$ cat src/rtl/mem_arbiter.sv
// Round-robin arbiter and sequencer that shares one single-port memory among NUM_REQ requesters.
// Define MEM_ARB_TIMEOUT_EN to abort reads after RD_TIMEOUT cycles in WAIT_RD with an error response.
module mem_arbiter #(
  parameter int NUM_REQ    = 4,
  parameter int ADDR_WIDTH = 11,
  parameter int DATA_WIDTH = 8,
  parameter int RD_TIMEOUT = 15
) (
  input  logic                          clk,
  input  logic                          reset,
  input  logic [NUM_REQ-1:0]            req,
  input  logic [NUM_REQ-1:0]            req_we,
  input  logic [NUM_REQ*ADDR_WIDTH-1:0] req_addr,
  input  logic [NUM_REQ*DATA_WIDTH-1:0] req_wdata,
  output logic [NUM_REQ-1:0]            gnt,
  output logic [NUM_REQ-1:0]            rsp_valid,
  output logic [DATA_WIDTH-1:0]         rsp_data,
  output logic                          rsp_err,
  output logic                          busy,
  output logic [ADDR_WIDTH-1:0]         mem_addr,
  output logic [DATA_WIDTH-1:0]         mem_data_in,
  output logic                          mem_we,
  output logic                          mem_read_en,
  input  logic [DATA_WIDTH-1:0]         mem_data_out,
  input  logic                          mem_valid_out
);
  localparam int IDX_W = (NUM_REQ > 1) ? $clog2(NUM_REQ) : 1;

  typedef enum logic [1:0] {IDLE, ISSUE, WAIT_RD} state_t;
  state_t state, state_nxt;

  logic [IDX_W-1:0]      last_gnt, win, pick;
  logic [IDX_W:0]        pos;
  logic                  any_req;
  logic                  sel_we;
  logic [ADDR_WIDTH-1:0] sel_addr;
  logic [DATA_WIDTH-1:0] sel_wdata;
  logic                  cmd_we;
  logic [ADDR_WIDTH-1:0] cmd_addr;
  logic [DATA_WIDTH-1:0] cmd_wdata;
  logic [NUM_REQ-1:0]    win_onehot;
  logic                  rd_done, rd_abort, rd_limit;

  // Scan from the farthest offset down so the nearest requester after last_gnt is written last and wins.
  always_comb begin
    pick    = last_gnt;
    any_req = 1'b0;
    pos     = '0;
    for (int i = NUM_REQ; i >= 1; i--) begin
      pos = {1'b0, last_gnt} + (IDX_W+1)'(i);
      if (pos >= (IDX_W+1)'(NUM_REQ))
        pos = pos - (IDX_W+1)'(NUM_REQ);
      if (req[pos[IDX_W-1:0]]) begin
        pick    = pos[IDX_W-1:0];
        any_req = 1'b1;
      end
    end
  end

  always_comb begin
    sel_we    = 1'b0;
    sel_addr  = '0;
    sel_wdata = '0;
    for (int j = 0; j < NUM_REQ; j++) begin
      if (pick == IDX_W'(j)) begin
        sel_we    = req_we[j];
        sel_addr  = req_addr[j*ADDR_WIDTH +: ADDR_WIDTH];
        sel_wdata = req_wdata[j*DATA_WIDTH +: DATA_WIDTH];
      end
    end
  end

  always_comb begin
    state_nxt = state;
    rd_done   = 1'b0;
    rd_abort  = 1'b0;
    case (state)
      IDLE:    if (any_req) state_nxt = ISSUE;
      ISSUE:   state_nxt = cmd_we ? IDLE : WAIT_RD;
      WAIT_RD: begin
        // Returned data wins over a timeout reached in the same cycle.
        if (mem_valid_out) begin
          rd_done   = 1'b1;
          state_nxt = IDLE;
        end else if (rd_limit) begin
          rd_abort  = 1'b1;
          state_nxt = IDLE;
        end
      end
      default: state_nxt = IDLE;
    endcase
  end

  always_ff @(posedge clk) begin
    if (reset) begin
      state     <= IDLE;
      busy      <= 1'b0;
      last_gnt  <= IDX_W'(NUM_REQ - 1);
      win       <= '0;
      cmd_we    <= 1'b0;
      cmd_addr  <= '0;
      cmd_wdata <= '0;
      rsp_valid <= '0;
      rsp_data  <= '0;
    end else begin
      state     <= state_nxt;
      busy      <= (state_nxt != IDLE);
      rsp_valid <= '0;
      if (state == IDLE && any_req) begin
        win       <= pick;
        last_gnt  <= pick;
        cmd_we    <= sel_we;
        cmd_addr  <= sel_addr;
        cmd_wdata <= sel_wdata;
      end
      if (rd_done) begin
        rsp_valid <= win_onehot;
        rsp_data  <= mem_data_out;
      end else if (rd_abort) begin
        rsp_valid <= win_onehot;
        rsp_data  <= '1;
      end
    end
  end

`ifdef MEM_ARB_TIMEOUT_EN
  localparam int CNT_W = $clog2(RD_TIMEOUT + 1);
  logic [CNT_W-1:0] tmo_cnt;

  // Counts WAIT_RD cycles; the abort fires in the RD_TIMEOUT-th cycle spent waiting.
  always_ff @(posedge clk) begin
    if (reset || state != WAIT_RD)
      tmo_cnt <= '0;
    else
      tmo_cnt <= tmo_cnt + CNT_W'(1);
  end

  assign rd_limit = (tmo_cnt == CNT_W'(RD_TIMEOUT - 1));

  always_ff @(posedge clk) begin
    if (reset)
      rsp_err <= 1'b0;
    else if (rd_done || rd_abort)
      rsp_err <= rd_abort;
  end
`else
  localparam int unused_rd_timeout = RD_TIMEOUT;
  assign rd_limit = 1'b0;
  assign rsp_err  = 1'b0;
`endif

  assign win_onehot  = NUM_REQ'(1) << win;
  assign gnt         = (state == ISSUE) ? win_onehot : '0;
  assign mem_we      = (state == ISSUE) &&  cmd_we;
  assign mem_read_en = (state == ISSUE) && !cmd_we;
  assign mem_addr    = cmd_addr;
  assign mem_data_in = cmd_wdata;
endmodule

$ cat config.mk
export PLATFORM = sky130hd
export DESIGN_NAME = mem_arbiter
export DESIGN_NICKNAME = d
export VERILOG_FILES = /design/src/rtl/mem_arbiter.sv
export SDC_FILE = /design/constraint.sdc
export NUM_CORES = 1
export LEC_CHECK = 0
export ABC_AREA = 1
export ABC_CLOCK_PERIOD_IN_PS = 2400
export CAP_MARGIN = 20
export CELL_PAD_IN_SITES_DETAIL_PLACEMENT = 1
export CELL_PAD_IN_SITES_GLOBAL_PLACEMENT = 1
export CORE_MARGIN = 3
export CORE_UTILIZATION = 27
export DETAILED_ROUTE_END_ITERATION = 6
export PLACE_DENSITY = 0.8
export SKIP_LAST_GASP = 1
export SLEW_MARGIN = 5
export SYNTH_ARGS = -nofsm -noshare
export SYNTH_HDL_FRONTEND = slang
export SYNTH_SLANG_ARGS = --single-unit
$ cat constraint.sdc
create_clock -name clk -period 2.4 [get_ports clk]
set_clock_uncertainty 0.1 [all_clocks]
set_input_delay 0.72 -clock clk [delete_from_list [all_inputs] [get_ports clk]]
set_output_delay 0.72 -clock clk [all_outputs]
set_load 0.01 [all_outputs]
Word-level counts from Yosys, hierarchy flattened. Cells that the tools add are included.

Register bits: 39. Word-level logic and storage cells: 80. Bits of input ports: 95.

Magnitude comparators: 8. Shift operators: 1. Add/subtract/negate cells: 8. Bitwise operators: 1. Reduce and logical (&&, ||, !) cells: 8. Eq/ne operators: 5. Mux-type cells: 40.

Operator list (number): two-way mux 11 bit (4); two-way mux 8 bit (5); two-way mux 2 bit (11); two-way mux 1 bit (14); >= comparator 3 bit, second input constant (4); less-than comparator 2 x 3 -> 1 bit, second input constant (4); binary-select mux 1 bit (select 2 bit) (4); subtractor 2 x 1 -> 2 bit, second input constant (4); adder 2 x 2 -> 3 bit, second input constant (2); equality test 2 bit, second input constant (3); case mux 2 bit (3 select lines) (1); equality test 2 x 1 -> 1 bit, second input constant (2); zero test 2 bit (2); two-way mux 4 bit (1); << shifter 1 x 2 -> 4 bit, first input constant (1); adder 2 x 1 -> 3 bit, second input constant (1); adder 2 x 3 -> 3 bit, second input constant (1); logical AND 1 bit (3); nonzero test 2 bit (1); OR reduction 2 bit (1); zero test 1 bit (1); NOT 1 bit (1).

Depth between registers and ports, before layout.
Depth after elaboration: 14. Gate-level depth with buffers: 17. Depth with buffers taken out: 15.

Worst setup path before layout. Ideal clock, no wire load.

Path type: in2reg. Start: in req[2]. End: reg cmd_addr[0], in the netlist mem_addr[0]. Stages on the path: 12. Data required time: 2.160 ns. Path slack: 0.348 ns. Setup time: 0.140 ns. Data arrival time: 1.812 ns. Path through: nand2_1 > nand2_2 > nand2_2 > nand2_2 > nand2_2 > a21boi_4 > nand3_4 > buf_6 > nor2_2 > nor2_1 > o21ai_2 > a21oi_2.

Cells in the longest elaborated chain, start to end: 11. Elaborated cells between the ends (all ways): 25.

RTL lines: start: declaration (line 11) `input logic [NUM_REQ-1:0] req,`; binary-select mux 1 bit (select 2 bit) (line 53) `if (req[pos[IDX_W-1:0]]) begin`; two-way mux 1 bit (not written as such) (line 53); two-way mux 2 bit (4 in a row) (line 53); zero test 2 bit (line 65) `if (pick == IDX_W'(j)) begin`; two-way mux 11 bit (4 in a row) (line 65); end signal: assignment (line 113) `cmd_addr <= sel_addr;`; end: declaration (line 39) `logic [ADDR_WIDTH-1:0] cmd_addr;`.

Parallel ways exist; a longest one is shown, timed or not. The select of a mux whose other input is x is not followed. A chain may end at the register's enable or synchronous reset.

Final worst setup path.
Start: reg state[0]. End: out gnt[2].

Cells in the longest elaborated chain, start to end: 2.

RTL lines: start: declaration (line 30) `state_t state, state_nxt;`; start signal: assignment (line 106) `state <= state_nxt;`; equality test 2 x 1 -> 1 bit (line 153) `assign gnt = (state == ISSUE) ? win_onehot : '0;`; two-way mux 4 bit (line 153); end: declaration (line 15) `output logic [NUM_REQ-1:0] gnt,`.

No other way between the ends.

==> metrics <==
outcome=completed; Pleak=1.84 nW; CTS sink cnt=39; initial antenna violation count=0; PD cells=1370 nW/um^2; Yosys warnings=0; die area=11000 sq um; Avg Cell Area, Syn=6.98 sq um; Combinational Power Share=74.5%; most used flip-flop cell after synthesis=dfxtp_1; global-route wire length before repair=15.4 mm; Routed wire per std cell=15.6 um; Total GRT Usage=17.2%; TNS Setup=0 ns; clk buf depth=2; I/O pin cnt=134; number of synthesized flops with an enable pin=0; H-tree depth=2; final WL=10.1 mm; max cap viols=0; Via Count=3058; Post-CTS Setup Bufs=0; Startpoint Class=register; Pre-antenna DRT Iters=4; post-route design area=4400 sq um; Final GP Congestion=0.796; Worst R2R Start=last_gnt[0]; Int Pwr=3.09 mW; die width=105 um; Worst Reg-to-Reg Cells=12; Sw Ratio=48.7%; WP data arrival=1.45 ns; layout cell share with drive strength beyond 1=23.9%; Worst Hold Class=reg2reg; fmax=0.441 GHz; hold depth=2; post-synth net total=473; total grt overflow=0; worst hold start=rsp_data[1]; Starting DRT DRC Count=101; TritonCTS Buffers=5; Reg clk slew, reported paths=0.09 ns; largest net degree at the start of global routing=37; HPWL Detailed=7.65 mm; CP Data Required Time=1.58 ns; Cell Area, Placed=4220 sq um; Port Buffers=132; CP Max Fanout=7; core area=9370 sq um; Switch Pwr=2.93 mW; synth-to-layout area growth=66.5%; Worst Hold End=rsp_data[1]; post-synthesis register bit count=39; Sequential Power Share=15.8%; peak supply drop=660 uV; Die Y=105 um; Antenna Cells=0; Tmin final=2.27 ns; Mapped Area=2640 sq um; RSZ-0062 raised after global routing=no; routed vias/inst=4.73; hold slack=0.352 ns; Syn Inst Count=378; post-route antenna net violation count=0; Final period util=94.4%; Starting Density=28.2%; Critical Path Sink Type=output port; Root Driver=clkbuf_8; sequential-to-total area share from yosys stat=29.6%; Clock Latency Late Sink=0.30 ns; residual DRC count=0; row cnt=35; final hold violations=0; Hold Buf Count CTS=0; Final setup viols=0; vias in the first global route=3208; Distinct cells, synth=34; Final nets=612; CP Class=reg2out; internal reg-to-reg setup slack=0.23 ns; CTS tree=done; Clk network pwr share=9.7%; placed cells=637; async set-reset flop share out of synthesis=0%; reg2reg end=mem_addr[1]; final non-filler cell total=647; Util after Layout=46.9%; Final Max Slew Viols=0
-- cells in the final DEF (no fill, tap or decap), types with 5 or more instances in the layout --
cell             instances
a21oi_1                 15
a21oi_2                 13
buf_12                   7
buf_4                   15
clkbuf_8                 5
clkdlybuf4s50_1        122
dfxtp_1                 39
dlygate4sd2_1            5
inv_1                   22
nand2_1                 80
nand2_2                 28
nand3_1                 29
nand4_1                 18
nor2_1                  36
nor2_2                  18
nor3_1                   8
o21ai_0                 11
o21ai_2                 13
-- cells by family after synthesis --
logic type	synth area share (%)
buffers and inverters	10.3
flip-flops	29.6
AO/OA/AOI/OAI	15.1
AND/OR/NAND/NOR	44.9
other	0.142
-- critical path, stage by stage (launching register included) --
cell	delay [ns]
dfxtp_1	0.35
inv_1	0.08
or2_4	0.27
nor3_1	0.15
dlygate4sd2_1	0.30
-- area by class of cell --
class | count | area (sq um)
Clock buffer | 5 | 68.8
Clock inverter | 3 | 47.5
Fill cell | 1195 | 4980
Inverter | 27 | 113
Multi-Input combinational cell | 288 | 1600
Sequential cell | 39 | 781
Tap cell | 129 | 161
Timing Repair Buffer | 156 | 1620
-- registers in the layout, summed over array words and instances, names as in the netlist, 2 cells and up --
name and cells:
win 2, last_gnt 2, state 2, mem_addr 11, mem_data_in 8, rsp_valid 4, rsp_data 8
-- timing repair --
action	CTS	global route
endpoints found under the setup margin	6	24
pin swaps	0	6
resized for setup	6	11
cloned	0	2
hold endpoints to repair	0	0
-- cell usage after synthesis (7+ instances only) --
master | number | area share [%]
nand2_2 | 28 | 6.6
nor2_1 | 36 | 5.1
clkbuf_1 | 7 | 1.0
nor2_2 | 18 | 4.3
a21oi_2 | 13 | 4.3
dfxtp_1 | 39 | 30
nor3_1 | 9 | 1.7
o21ai_2 | 13 | 4.3
buf_2 | 7 | 1.3
a21oi_1 | 15 | 2.8
inv_1 | 22 | 3.1
nand2_1 | 81 | 12
nand3_1 | 29 | 5.5
nand4_1 | 18 | 4.3
o21ai_0 | 11 | 2.1
-- worst max path at each step --
stage / from / end / cells past startpoint
after global placement: req[1] / mem_addr[3] / 9
after global routing: state[0] / gnt[3] / 4
after CTS: state[0] / gnt[0] / 4
after detailed placement: req[2] / mem_addr[5] / 13
after floorplan: req[2] / mem_addr[0] / 12
final: state[0] / gnt[2] / 4
-- stage by stage --
stage	worst slack, ns	total power, mW
floorplan	0.348	3.85
global placement	-0.223	5.10
CTS	-0.0335	5.84
finish	0.135	6.03
detailed placement	-0.274	5.25
global route	0.0327	6.51
-- power groups by stage --
stage               Combinational, mW  Clock, mW  Sequential, mW
global placement                 4.15          0           0.953
detailed placement               4.28          0           0.964
floorplan                        2.87          0           0.980
CTS                              4.29      0.603           0.952
global route                     4.90      0.634           0.979
finish                           4.49      0.586           0.954
-- per-layer routing --
| layer | part of all wire [%] | vias to the layer above | track usage, % | wire length [um] |
|---|---|---|---|---|
| met4 | 2.1 | 0 | 4.50 | 216 |
| met3 | 4.6 | 16 | 3.27 | 464 |
| met5 | 0 | - | 0 | 0 |
| li1 | - | 1505 | - | - |
| met2 | 51 | 93 | 31.0 | 5160 |
| met1 | 42 | 1444 | 20.9 | 4230 |
Power figures use the tool's default switching activity.
